[config.mk]
export PLATFORM = sky130hd
export DESIGN_NAME = loop_progress_monitor
export DESIGN_NICKNAME = d
export VERILOG_FILES = /design/src/rtl/loop_progress_monitor.sv
export SDC_FILE = /design/constraint.sdc
export NUM_CORES = 1
export LEC_CHECK = 0
export BUFFER_PORTS_ARGS = -buffer_cell sky130_fd_sc_hd__buf_2
export CORE_ASPECT_RATIO = 0.5
export CORE_UTILIZATION = 57
export DETAILED_ROUTE_END_ITERATION = 6
export MAX_ROUTING_LAYER = met4
export PLACE_DENSITY = 0.8
export REMOVE_ABC_BUFFERS = 1
export SETUP_SLACK_MARGIN = 0.3
export SYNTH_ARGS = -nofsm -noshare
export SYNTH_HDL_FRONTEND = slang
export SYNTH_SLANG_ARGS = --single-unit
[constraint.sdc]
create_clock -name clk -period 3.58 [get_ports clk]
set_clock_uncertainty 0.05 [all_clocks]
set_input_delay 0.358 -clock clk [delete_from_list [all_inputs] [get_ports clk]]
set_output_delay 0.358 -clock clk [all_outputs]
set_load 0.05 [all_outputs]
[src/rtl/loop_progress_monitor.sv]
// loop_progress_monitor: checks a bounded x/y/size loop counter for reset values, stepping, invariant and termination.
// Optional stall watchdog (error code 6) is enabled by defining LOOP_MONITOR_TIMEOUT_EN.
module loop_progress_monitor #(
  parameter int W           = 8,
  parameter int INIT_X      = 1,
  parameter int INIT_Y      = 0,
  parameter int INIT_SIZE   = 230,
  parameter int CW          = 16,
  parameter int STALL_LIMIT = 64
) (
  input  logic          clk,
  input  logic          rst,
  input  logic          selector,
  input  logic [W-1:0]  x,
  input  logic [W-1:0]  y,
  input  logic [W-1:0]  size,
  output logic          done,
  output logic          err,
  output logic [2:0]    err_code,
  output logic [CW-1:0] step_count,
  output logic [CW-1:0] stall_count
);
  typedef enum logic [1:0] {IDLE, RUN, DONE, ERROR} state_t;
  if (STALL_LIMIT < 1) $error("STALL_LIMIT must be positive");
  state_t        r_state, w_next;
  logic [W-1:0]  r_px, r_py, r_ps;
  logic          r_psel;
  logic [2:0]    r_code, w_code, w_init_code, w_run_code, w_done_code;
  logic [CW-1:0] r_steps, r_stalls;
  logic          w_adv, w_step_bad, w_size_bad, w_inv_bad, w_term_bad, w_to, w_xy_chg;
  assign w_adv      = r_psel && (r_px <= r_ps);
  assign w_xy_chg   = (x != r_px) || (y != r_py);
  assign w_step_bad = w_adv ? (x != W'(r_px + 1'b1) || y != W'(r_py + 1'b1)) : w_xy_chg;
  assign w_size_bad = size != r_ps;
  assign w_inv_bad  = x != W'(y + 1'b1);
  assign w_term_bad = (x > size) && (y != size);
`ifdef LOOP_MONITOR_TIMEOUT_EN
  localparam int WDW = $clog2(STALL_LIMIT + 1);
  logic [WDW-1:0] r_wd;
  // r_wd holds the stalls already seen, so the STALL_LIMIT-th stall trips here
  assign w_to = !w_adv && (r_wd == WDW'(STALL_LIMIT - 1));
  always_ff @(posedge clk) begin
    if (rst) r_wd <= '0;
    else if (r_state == RUN && w_code == 3'd0) r_wd <= w_adv ? '0 : r_wd + 1'b1;
  end
`else
  assign w_to = 1'b0;
`endif
  assign w_init_code = (x == W'(INIT_X) && y == W'(INIT_Y) && size == W'(INIT_SIZE)) ? 3'd0 : 3'd1;
  assign w_run_code  = w_step_bad ? 3'd2 : w_size_bad ? 3'd3 : w_inv_bad ? 3'd4 :
                       w_term_bad ? 3'd5 : w_to ? 3'd6 : 3'd0;
  assign w_done_code = w_xy_chg ? 3'd2 : w_size_bad ? 3'd3 : 3'd0;
  always_comb begin
    w_code = r_state == IDLE ? w_init_code : r_state == RUN ? w_run_code :
             r_state == DONE ? w_done_code : 3'd0;
    w_next = (r_state == ERROR || w_code != 3'd0) ? ERROR :
             r_state == IDLE ? RUN :
             (r_state == RUN && x > size) ? DONE : r_state;
  end
  always_ff @(posedge clk) begin
    if (rst) begin
      r_state  <= IDLE;
      r_px     <= '0;
      r_py     <= '0;
      r_ps     <= '0;
      r_psel   <= 1'b0;
      r_code   <= 3'd0;
      r_steps  <= '0;
      r_stalls <= '0;
    end else begin
      r_state <= w_next;
      r_px    <= x;
      r_py    <= y;
      r_ps    <= size;
      r_psel  <= selector;
      if (w_code != 3'd0) r_code <= w_code;
      if (r_state == RUN && w_code == 3'd0 && w_adv && !(&r_steps)) r_steps <= r_steps + 1'b1;
      if (r_state == RUN && w_code == 3'd0 && !w_adv && !(&r_stalls)) r_stalls <= r_stalls + 1'b1;
    end
  end
  assign done        = r_state == DONE;
  assign err         = r_state == ERROR;
  assign err_code    = r_code;
  assign step_count  = r_steps;
  assign stall_count = r_stalls;
endmodule

==> key figures <==
Final layout
  • Layout cells sized above 1: 0.164
  • Synth-to-layout area growth: 17.6%
  • Post-layout util: 0.705
  • Post-Layout Cell Count: 647
  • Antenna cells: 0
  • Nets: 599

Clocking
  • CTS sink count: 62
  • CTS clk-pin slew, worst paths: 0.05 ns
  • CTS H-Tree Depth: 3
  • CTS Buf Count: 9
  • Postcts setup bufs: 0
  • Clock tree buffer depth: 2
  • Clock Latency Late Sink: 0.34 ns
  • Cts repair resizes: 0
  • Clk Tree Root Cell: clkbuf_16
  • Cts hold-fix bufs: 0
  • TritonCTS clock tree: built

Setup path
  • CP Launch Type: register
  • CP required: 3.75 ns
  • Reg2reg end: step_count[9]
  • R2R cell count: 9
  • Worst Setup End Kind: register
  • Crit Path Class: register to register
  • Crit path max fanout: 19
  • R2r startpoint: r_ps[3]
  • Reg2Reg Setup Slack: 0.53 ns
  • Critical Path AT: 3.23 ns

STA
  • Final Setup Violations: 0
  • Worst slew pin tran: 0.552 ns
  • Crit share post-route: 0.853
  • Relative slew slack: 0.628
  • RSZ-0062 raised after global routing: false
  • FMAX: 327 MHz
  • Slew Viols, Final: 0
  • Hold Fails Final Rpt: 0
  • Setup TNS: 0 ns
  • Fin crit period: 3.05 ns
  • Hold slack final: 0.211 ns

GRT
  • Total grt overflow: 0
  • Initial antenna violation count: 0
  • Global-route wire length before repair: 15600 um
  • Tot GR Track Use: 0.285
  • Vias in the first global route: 3295
  • Largest net degree at the start of global routing: 48

Placement
  • Routability Congestion: 0.896
  • Dpl cells: 631
  • DP HPWL: 7150 um
  • Buffers on Ports: 63

Drt
  • Vias: 3792
  • ANT nets after route: 0
  • Post-route DRC: 0
  • WL final: 9920 um
  • DR WL/cell: 15.3 um
  • 1st-iter DRT viols: 190
  • Drt pass-1 iters: 4
  • Via density: 5.86

Hold path
  • Critical hold path startpoint: selector
  • Min-Delay Endpoint: r_psel
  • Min-delay worst type: input pin to register
  • Hold path depth: 2

Power and ir drop
  • VDD IR max: 250 uV
  • Tot Pwr: 2.01 mW
  • Leak: 1.97 nW
  • PD cells: 420 nW/um^2

Floorplanning
  • Die ar.: 7490 um^2
  • Core area: 6780 um^2
  • Die H: 61.7 um
  • Row cnt: 21
  • Die Wd: 121 um
  • Initial Utilization: 0.599
  • I/O pin count: 64

Run
  • Max-Cap Viols: 0

Yosys
  • Post-Syn Area: 4060 um^2
  • Sequential fraction of the synthesis area: 0.306
  • EDFF count, synth: 0
  • Post-Syn Area per Cell: 8.27 um^2
  • Yosys top cell by area: dfxtp_1
  • Flops & latches, synth: 62
  • Most common flop cell mapped by yosys: dfxtp_1
  • Async SR Flop Fraction: 0
  • Largest cells by area after synthesis: dfxtp_1 31%, ha_1 6.8%, xor2_1 6.7%
  • Yosys warning total: 0
  • Synth Instances: 491
  • Top cell type's share of synthesized area: 0.306
  • Unique masters post-synth: 57

Outcome
  • Status: completed
## critical path, cell delays in order, from the launching register on
cell and delay [ns]:
dfxtp_1 0.35, inv_1 0.05, ha_1 0.31, nand4_1 0.13, o21ai_0 0.47, and4_1 0.33, and4_1 0.33, nand4_4 0.29
nor3_1 0.28, mux2_1 0.33
## cell type report
class                      instances  area [um^2]
multi-input combinational        386         2640
fill                             526         2000
timing repair buffer              65          343
clock buffer                      10          229
tap                               92          115
clock inverter                     6          110
inverter                          26         97.6
sequential                        62         1240
## worst max path at each step
| stage | end | from | slack, ns |
|---|---|---|---|
| 5_1_grt | step_count[13] | r_ps[3] | 0.30 |
| 3_3_place_gp | stall_count[13] | size[1] | 0.47 |
| 6_report | step_count[9] | r_ps[3] | 0.53 |
| 3_5_place_dp | stall_count[11] | size[1] | 0.48 |
| 4_1_cts | stall_count[13] | r_px[0] | 0.55 |
| 2_1_floorplan | step_count[9] | r_py[1] | 0.95 |
## kinds of logic after synthesis
family | count (synthesis) | share of synthesized area
AND/OR/NAND/NOR | 202 | 0.291
AO/OA/AOI/OAI | 101 | 0.159
flip-flops | 62 | 0.306
XOR/XNOR | 58 | 0.125
buffers and inverters | 43 | 0.0437
adder cells (fa/ha/maj) | 22 | 0.0678
multiplexers | 3 | 0.00801
## cell usage after synthesis, types with 2 or more instances
library cell,n
or3_1,14
a21oi_1,36
nor2_1,41
nand4b_1,2
xor2_1,31
o221ai_1,2
o21ai_1,8
dfxtp_1,62
buf_1,2
o211ai_1,6
xnor2_1,27
clkbuf_1,6
mux2_1,2
nor2b_1,20
buf_2,7
nand2b_1,10
nor3_1,8
and2_1,9
nand4_1,14
and3b_1,2
or4_1,5
ha_1,22
and4_1,7
a21o_1,4
buf_4,2
a31oi_1,10
o21ai_0,14
nor4_2,3
nand2_1,19
nor4_1,7
inv_1,26
a31o_1,8
and3_1,12
nand3_1,20
## registers in the layout, summed over array words and instances (netlist names)
register     count
r_py             8
r_ps             8
r_state          2
r_psel           1
step_count      16
r_px             8
err_code         3
stall_count     16
## through the flow
stage	worst slack (ns)	cell area [um^2]
global route	0.300	4780
floorplan	0.947	3980
finish	0.526	4780
detailed placement	0.480	4440
CTS	0.552	4780
global placement	0.468	4440
## metal layers
metal	global-route usage	up-vias	part of all wire
met3	0.0666	17	0.055
met4	0.118	0	0.018
met2	0.438	102	0.45
met5	-	-	0
met1	0.368	1784	0.48
li1	-	1889	-
## cells in the final DEF, fill, tap and decap left out, drive strengths merged, types with 4 or more instances in the layout
| cell type | Yosys | layout |
|---|---|---|
| xor2 | 31 | 31 |
| ha | 22 | 22 |
| or4 | 5 | 5 |
| and3 | 12 | 12 |
| a21o | 4 | 4 |
| a31oi | 10 | 10 |
| nor2b | 20 | 20 |
| a31o | 8 | 8 |
| nand4 | 16 | 16 |
| nand2b | 10 | 10 |
| clkbuf | 6 | 10 |
| inv | 26 | 26 |
| or3 | 14 | 14 |
| nand3 | 20 | 20 |
| o21ai | 22 | 22 |
| buf | 11 | 65 |
| o211ai | 6 | 6 |
| nor2 | 42 | 42 |
| nand2 | 19 | 19 |
| a21oi | 36 | 36 |
| and2 | 9 | 9 |
| and4 | 7 | 7 |
| nor3 | 10 | 10 |
| xnor2 | 27 | 27 |
| dfxtp | 62 | 62 |
| nor4 | 10 | 10 |
## power breakdown
part	internal (mW)	switching (mW)	leakage (nW)
clock	0.678	0.315	0.159
combinational	0.108	0.172	1.31
sequential	0.711	0.0226	0.508
total	1.50	0.510	1.97
No activity file was read; power rests on OpenSTA's default activity.
